`src/rtl/instr_fetch_unit_if.sv`:
```
// Fetch-unit bus bundle: program-memory port plus the decode/stall-control
// side of the fetch stage. The fetch unit is the master.
interface instr_fetch_unit_if #(
  parameter int PC_W    = 16,
  parameter int INSTR_W = 32
);
  // control from stall control / execute
  logic               stall;
  logic               stall_pm;
  logic               redirect;
  logic [PC_W-1:0]    redirect_pc;
  // program memory
  logic [PC_W-1:0]    pm_addr;
  logic [INSTR_W-1:0] pm_rdata;
  // to decode / stall control
  logic [INSTR_W-1:0] instr;
  logic [5:0]         op;
  logic [PC_W-1:0]    instr_pc;
  logic               instr_valid;
  logic               halted;

  modport master (
    input  stall, stall_pm, redirect, redirect_pc, pm_rdata,
    output pm_addr, instr, op, instr_pc, instr_valid, halted
  );

  modport slave (
    output stall, stall_pm, redirect, redirect_pc, pm_rdata,
    input  pm_addr, instr, op, instr_pc, instr_valid, halted
  );
endinterface

```
`src/rtl/instr_fetch_unit.sv`:
```
// Instruction fetch unit: owns the PC, drives the program-memory address,
// presents the fetched word (or a replayed held word) to decode, handles
// jump redirects and stops on HLT.
// Optional feature macro: IFU_RESUME_EN adds a resume input that restarts
// fetch from HALT.
module instr_fetch_unit #(
  parameter int              PC_W     = 16,
  parameter int              INSTR_W  = 32,
  parameter logic [PC_W-1:0] RESET_PC = '0
) (
  input  logic                  clk,
  input  logic                  reset,
`ifdef IFU_RESUME_EN
  input  logic                  resume,
`endif
  instr_fetch_unit_if.master    bus
);

  localparam logic [1:0] S_FILL  = 2'd0;
  localparam logic [1:0] S_RUN   = 2'd1;
  localparam logic [1:0] S_FLUSH = 2'd2;
  localparam logic [1:0] S_HALT  = 2'd3;
  localparam logic [5:0] OP_HLT  = 6'b010001;

  logic [1:0]         state, state_nxt;
  logic [PC_W-1:0]    pc, pc_nxt, prev_pc, hold_pc, cur_pc;
  logic [INSTR_W-1:0] hold_instr, cur_instr;
  logic               halt_det, do_resume;

  // Presented word: replay the held word when stall control asks for it.
  // Forced to zero while reset is asserted so decode never sees stale data.
  always_comb begin
    cur_instr = '0;
    if (reset) cur_instr = bus.stall_pm ? hold_instr : bus.pm_rdata;
    cur_pc = bus.stall_pm ? hold_pc : prev_pc;
  end

  assign bus.pm_addr     = pc;
  assign bus.instr       = cur_instr;
  assign bus.op          = cur_instr[INSTR_W-1 -: 6];
  assign bus.instr_pc    = cur_pc;
  assign bus.instr_valid = (state == S_RUN);
  assign bus.halted      = (state == S_HALT);

  // HLT only counts on a live, non-replayed word; a same-cycle jump wins.
  assign halt_det = (state == S_RUN) && (cur_instr[INSTR_W-1 -: 6] == OP_HLT)
                    && !bus.stall_pm && !bus.redirect;

`ifdef IFU_RESUME_EN
  assign do_resume = (state == S_HALT) && resume;
`else
  assign do_resume = 1'b0;
`endif

  // Next-state: FILL/FLUSH are single bubble cycles covering memory latency.
  always_comb begin
    state_nxt = state;
    case (state)
      S_FILL:  state_nxt = S_RUN;
      S_RUN:   if (bus.redirect) state_nxt = S_FLUSH;
               else if (halt_det) state_nxt = S_HALT;
      S_FLUSH: state_nxt = S_RUN;
      S_HALT:  if (do_resume) state_nxt = S_FILL;
      default: state_nxt = S_FILL;
    endcase
  end

  // Next PC: redirect > halt hold > stall hold > increment (wraps silently).
  // While halted the PC already sits at HLT address + 1, so holding it on
  // resume restarts fetch right after the HLT word.
  always_comb begin
    pc_nxt = pc + PC_W'(1);
    if (bus.redirect && state != S_HALT) pc_nxt = bus.redirect_pc;
    else if (state == S_HALT || halt_det) pc_nxt = pc;
    else if (bus.stall)                   pc_nxt = pc;
  end

  // State, PC and replay registers.
  always_ff @(posedge clk or negedge reset) begin
    if (!reset) begin
      state      <= S_FILL;
      pc         <= RESET_PC;
      prev_pc    <= RESET_PC;
      hold_instr <= '0;
      hold_pc    <= '0;
    end else begin
      state      <= state_nxt;
      pc         <= pc_nxt;
      prev_pc    <= pc;
      hold_instr <= cur_instr;
      hold_pc    <= cur_pc;
    end
  end

endmodule

```
`src/flat_wrapper.sv`:
```
// flat-port wrapper written by rule: the top's interface ports become plain ports
module instr_fetch_unit_flat 
#(
  parameter int              PC_W     = 16,
  parameter int              INSTR_W  = 32,
  parameter logic [PC_W-1:0] RESET_PC = '0
)
  (clk, reset, bus_stall, bus_stall_pm, bus_redirect, bus_redirect_pc, bus_pm_rdata, bus_pm_addr, bus_instr, bus_op, bus_instr_pc, bus_instr_valid, bus_halted);
  instr_fetch_unit_if #(.PC_W(PC_W), .INSTR_W(INSTR_W)) bus_i ();
  input  logic clk;
  input  logic reset;
  input wire logic [$bits(bus_i.stall)-1:0] bus_stall;
  input wire logic [$bits(bus_i.stall_pm)-1:0] bus_stall_pm;
  input wire logic [$bits(bus_i.redirect)-1:0] bus_redirect;
  input wire logic [$bits(bus_i.redirect_pc)-1:0] bus_redirect_pc;
  input wire logic [$bits(bus_i.pm_rdata)-1:0] bus_pm_rdata;
  output wire logic [$bits(bus_i.pm_addr)-1:0] bus_pm_addr;
  output wire logic [$bits(bus_i.instr)-1:0] bus_instr;
  output wire logic [$bits(bus_i.op)-1:0] bus_op;
  output wire logic [$bits(bus_i.instr_pc)-1:0] bus_instr_pc;
  output wire logic [$bits(bus_i.instr_valid)-1:0] bus_instr_valid;
  output wire logic [$bits(bus_i.halted)-1:0] bus_halted;
  assign bus_i.stall = bus_stall;
  assign bus_i.stall_pm = bus_stall_pm;
  assign bus_i.redirect = bus_redirect;
  assign bus_i.redirect_pc = bus_redirect_pc;
  assign bus_i.pm_rdata = bus_pm_rdata;
  assign bus_pm_addr = bus_i.pm_addr;
  assign bus_instr = bus_i.instr;
  assign bus_op = bus_i.op;
  assign bus_instr_pc = bus_i.instr_pc;
  assign bus_instr_valid = bus_i.instr_valid;
  assign bus_halted = bus_i.halted;
  instr_fetch_unit #(.PC_W(PC_W), .INSTR_W(INSTR_W), .RESET_PC(RESET_PC)) u_core (.clk(clk), .reset(reset), .bus(bus_i));
endmodule
```
`config.mk`:
```
export PLATFORM = sky130hd
export DESIGN_NAME = instr_fetch_unit_flat
export DESIGN_NICKNAME = d
export VERILOG_FILES = /design/src/rtl/instr_fetch_unit_if.sv /design/src/rtl/instr_fetch_unit.sv /design/src/flat_wrapper.sv
export SDC_FILE = /design/constraint.sdc
export NUM_CORES = 1
export LEC_CHECK = 0
export BUFFER_PORTS_ARGS = -buffer_cell sky130_fd_sc_hd__buf_4
export CAP_MARGIN = 20
export CORE_MARGIN = 3
export CORE_UTILIZATION = 40
export DETAILED_ROUTE_END_ITERATION = 8
export GPL_TIMING_DRIVEN = 1
export PLACE_DENSITY = 0.67
export SYNTH_ARGS = -nofsm -noshare
export SYNTH_HDL_FRONTEND = slang
export SYNTH_SLANG_ARGS = --single-unit
```
`constraint.sdc`:
```
create_clock -name clk -period 2 [get_ports clk]
set_input_delay 0.4 -clock clk [delete_from_list [all_inputs] [get_ports clk]]
set_output_delay 0.4 -clock clk [all_outputs]
set_load 0.05 [all_outputs]
```
# Word-level counts from Yosys, hierarchy flattened
# Cells that the tools add are included.
# classes
add_sub_neg,1
eq_ne,8
n_mux,9
bitwise,1
n_reduce_logical,11
# ops
operator,count
$mux 16,4
$mux 32,2
$add 16x1->16 const B,1
$eq 6x5->1 const B,1
$eq 2x2->1 const B,2
$logic_and 1x1->1,4
$mux 2,2
$ne 2x1->1 const B,2
$pmux 2 s2,1
$reduce_and 2->1,2
$ne 3x2->1 const B,1
$eq 2x1->1 const B,1
$logic_not 1->1,2
$logic_not 2->1,1
$ne 2x2->1 const B,1
$reduce_or 2->1,1
$logic_or 1x1->1,1
$not 1->1,1
# totals
regBits,82
input_bits,53
out_inout_bits,72
elab_cells,35

# Logic depth before layout (Yosys ltp)
# logic_depth
depth_word,9
mapped_depth,7
mapped_depth_nobuf,5

# Worst setup path before layout
# No wires, ideal clock.
# synth_path
path_kind,input port to output port
startpoint,input bus_stall_pm
endpoint,output bus_op[1]
arrival_time_ps,2208
t_required_ps,1600
setup_slack_ps,-608
cell_stages,6
path_buffers,4
cell_sequence,buf_2 -> buf_2 -> buf_2 -> mux2i_1 -> nor2b_1 -> buf_4
# synth_via
elab_chain_len,2
# synth_lines
element,line_no,source
"start, declared",flat_wrapper.sv:13,input wire logic [$bits(bus_i.stall_pm)-1:0] bus_stall_pm;
$mux 32 (2 in a row),instr_fetch_unit.sv:34,if (reset) cur_instr = bus.stall_pm ? hold_instr : bus.pm_rdata;
"end, declared",flat_wrapper.sv:19,output wire logic [$bits(bus_i.op)-1:0] bus_op;
# No other way between the ends.

# Worst setup path in the final report
# layout_path
startpoint,input bus_stall_pm
endpoint,output bus_op[3]
# The elaborated chain is that of the path after synthesis.

==> results by group <==
Run status
  – Outcome: finished clean

Global route
  – Number of global-route vias before repair: approximately 2500
  – Gr usage total: 0.159
  – First-pass GRT wire length: 12500 µm
  – Initial antenna violation count: 0
  – Largest net degree at the start of global routing: 37
  – Total grt overflow: 0

Floorplanning
  – Die width: 99.3 µm
  – I/O Pins: between 100 and 150
  – Die area: approximately 10000 µm²
  – Initial core utilization: 0.417
  – Area of the core: around 8300 µm²
  – FP Rows: 33
  – Die Y: roughly 99 µm

Clocking
  – CTS Hold Bufs: 0
  – Clock Latency Late Sink: between 0.3 and 0.4 ns
  – CTS Sinks: 82
  – Root Buffer Master: clkbuf_8
  – Setup Fix Bufs, Post-CTS: 0
  – H-tree levels: 3
  – CTS tree: yes
  – Clock Pin Slew Worst Setup and Hold Paths: around 0.090 ns
  – Total CTS buffers: 9
  – CTS Buffer Depth: 2
  – Resize count post-CTS: 0

Worst setup path
  – CP max stage cell: mux2i_1
  – CP max stage delay: between 0.3 and 0.4 ns
  – Max FO, Critical Path: 20
  – Crit path kind: input pin to output pin
  – WP data required: approximately 1.6 ns
  – CP endpoint kind: output pin
  – Most used cell, CP: buf_4
  – Cell Chain, Critical Path: buf_4, buf_4, mux2i_1, nor2b_4, buf_4
  – Crit path launch type: input pin
  – Worst Path Arrival: approximately 1.4 ns

Synthesis
  – Yosys top cell by area: dfrtp_1
  – Avg Cell Area, Syn: roughly 13 µm²
  – Yosys reg bits: 82
  – Synth Flop Type: dfrtp_1
  – Post-synth top area share: 0.589
  – Post-synthesis sequential area ratio: 0.589
  – Area contributors post-synth: dfrtp_1, mux2i_1, nor2b_1, mux2_2, a21oi_1
  – Netlist cell types: 31
  – Mapped cell area: approximately 3500 µm²
  – Post-synth EDFFs: 0
  – Syn Nets: 322
  – Ys async rst share: 1.00
  – Syn Inst Count: about 270
  – Number of synthesis warnings: 0

Timing
  – RSZ-0062 raised after global routing: false
  – Share of the clock period used by the worst path: 0.916
  – Fin. max-slew vios: 0
  – Fmax: between 0.5 and 0.6 GHz
  – Slew of the pin with the lowest slew margin: 0.578 ns
  – Relative slew slack: 0.613
  – Setup violators final: 0
  – Hold_ws: 0.0496 ns
  – Final setup TNS: 0 ns
  – Final Hold Fails: 0
  – Shortest period the worst path allows: 1.83 ns
  – Setup Skew: approximately 0.0077 ns

Placement
  – Detailed-placement wirelength estimate: ~5600 µm
  – Port Buf Inserts: between 100 and 150
  – Final GP Congestion: ~0.79

Route
  – DR WL/cell: between 15 and 20 µm
  – Residual DRC count: 0
  – Vias per cell: around 4.7
  – Antenna viol nets, final: 0
  – Vias after detailed routing: about 2400
  – DRT Pass-1 Iters: 4
  – 1st-iter DRT viols: 46
  – Detailed Route WL: between 7000 and 8000 µm

Power and ir drop
  – Pwr dens: ~1400 nW/µm²
  – Switching share of total power: 0.433
  – Switching pwr: approximately 3.0 mW
  – Reg power frac: 0.365
  – Comb pwr share: 0.440
  – Pint: approximately 3.9 mW
  – Clock share of power: 0.195
  – Pleak: 2.27 nW
  – Peak VDD IR: 1.12 mV

Flow run
  – Max-Cap Viols: 0

Finish
  – Layout cells sized above 1: 0.468
  – # diodes: 0
  – Layout area overhead: 38.0%
  – Nets: approximately 450

Min path
  – Worst min path class: input pin to async pin
==> synth_stat cells, types with 2 or more instances <==
cell type and n:
and3_1 3, mux2i_1 33, clkbuf_1 5, dfrtp_1 82, buf_4 6, nor2_1 16
buf_2 6, mux2_2 16, xnor2_1 7, xor2_1 8, and4_4 2, a21oi_1 16
nand3_1 5, inv_1 2, nor4_2 4, nand2_1 6, nand4_1 5, nor2b_1 33
==> cell families (layout without fill, tap and decap cells) <==
group / count (synthesis) / count (layout) / synth area share
muxes: 49 / 49 / 0.147
DFF: 82 / 82 / 0.589
xor gates and xnor gates: 15 / 15 / 0.0377
buffers and inverters: 21 / 153 / 0.0363
and+or+nand+nor: 81 / 81 / 0.155
AOI/OAI and AO/OA: 19 / 19 / 0.0313
adders and majority gates: 1 / 1 / 0.00359
==> per-layer routing <==
metal	global-route usage	routed length, µm	vias up
met5	0	0	-
met1	0.207	3400	1144
met4	0.0473	50	0
met2	0.260	3830	59
li1	-	-	1164
met3	0.0463	369	2
==> critical path, delay by kind of cell <==
family,cells,cell delay [ns]
mux,1,0.33
buf+inv,3,0.61
simple gates,1,0.08
==> power by group through the flow <==
stage / Clock, mW / Combinational, mW / Sequential [mW]
3_5_place_dp: 0 / 3.03 / 2.53
6_report: 1.33 / 3.01 / 2.49
2_1_floorplan: 0 / 1.56 / 3.02
3_3_place_gp: 0 / 3.01 / 2.51
4_1_cts: 1.38 / 3.04 / 2.50
5_1_grt: 1.45 / 3.17 / 2.57
==> sequential cells by signal (all words and copies together) (netlist names) <==
register            count
u_core.prev_pc         16
u_core.bus.pm_addr     16
u_core.hold_instr      32
u_core.hold_pc         16
u_core.state            2
==> final cells by class <==
type                            count  area (µm²)
Clock inverter                      7         101
Sequential cell                    82        2050
Tap cell                          105         131
Clock buffer                        9         124
Inverter                            2        7.51
Multi-Input combinational cell    165        1350
Timing Repair Buffer              135        1040
Fill cell                         731        3530
==> per-stage QoR <==
| stage | instances | power [mW] | util | worst slack [ns] | instance area [µm²] |
|---|---|---|---|---|---|
| after global placement | 489 | 5.52 | 0.549 | 0.169 | 4580 |
| after global routing | 505 | 7.19 | 0.576 | 0.0890 | 4810 |
| after detailed placement | 489 | 5.56 | 0.549 | 0.158 | 4580 |
| after floorplan | 268 | 4.57 | - | -0.0663 | 3540 |
| after CTS | 505 | 6.92 | 0.576 | 0.161 | 4810 |
| final | 505 | 6.83 | 0.576 | 0.168 | 4810 |
==> layout by cell type, fill, tap and decap left out, types with 2 or more instances in the layout <==
master      netlist  layout
buf_12            0       2
xnor2_1           7       7
xor2_1            8       8
nor2b_1          33      26
inv_6             0       2
nor4_2            4       4
clkinvlp_4        0       2
nand4_1           5       5
bufinv_16         0       2
a21oi_1          16      16
dfrtp_1          82      82
nor2_1           16      16
mux2_2           16      16
nand3_1           5       5
nor2b_4           0       6
clkbuf_8          1       9
buf_4             6     133
and4_4            2       2
mux2i_1          33      33
nand2_1           6       6
inv_1             2       2
and3_1            3       3
==> worst paths after layout <==
path	from	to	slack [ns]	cells after the start
worst min-delay path	reset	u_core.hold_instr[29]	0.05	2
worst max register to register	u_core.state[1]	u_core.bus.pm_addr[9]	0.29	5
worst max-delay path	bus_stall_pm	bus_op[3]	0.17	5
max in group asynchronous	reset	u_core.bus.pm_addr[5]	1.25	3
min in group clk	bus_redirect	u_core.state[0]	0.23	2
worst min register to register	u_core.bus.pm_addr[15]	u_core.prev_pc[15]	0.43	0
No activity file was read; power rests on OpenSTA's default activity.
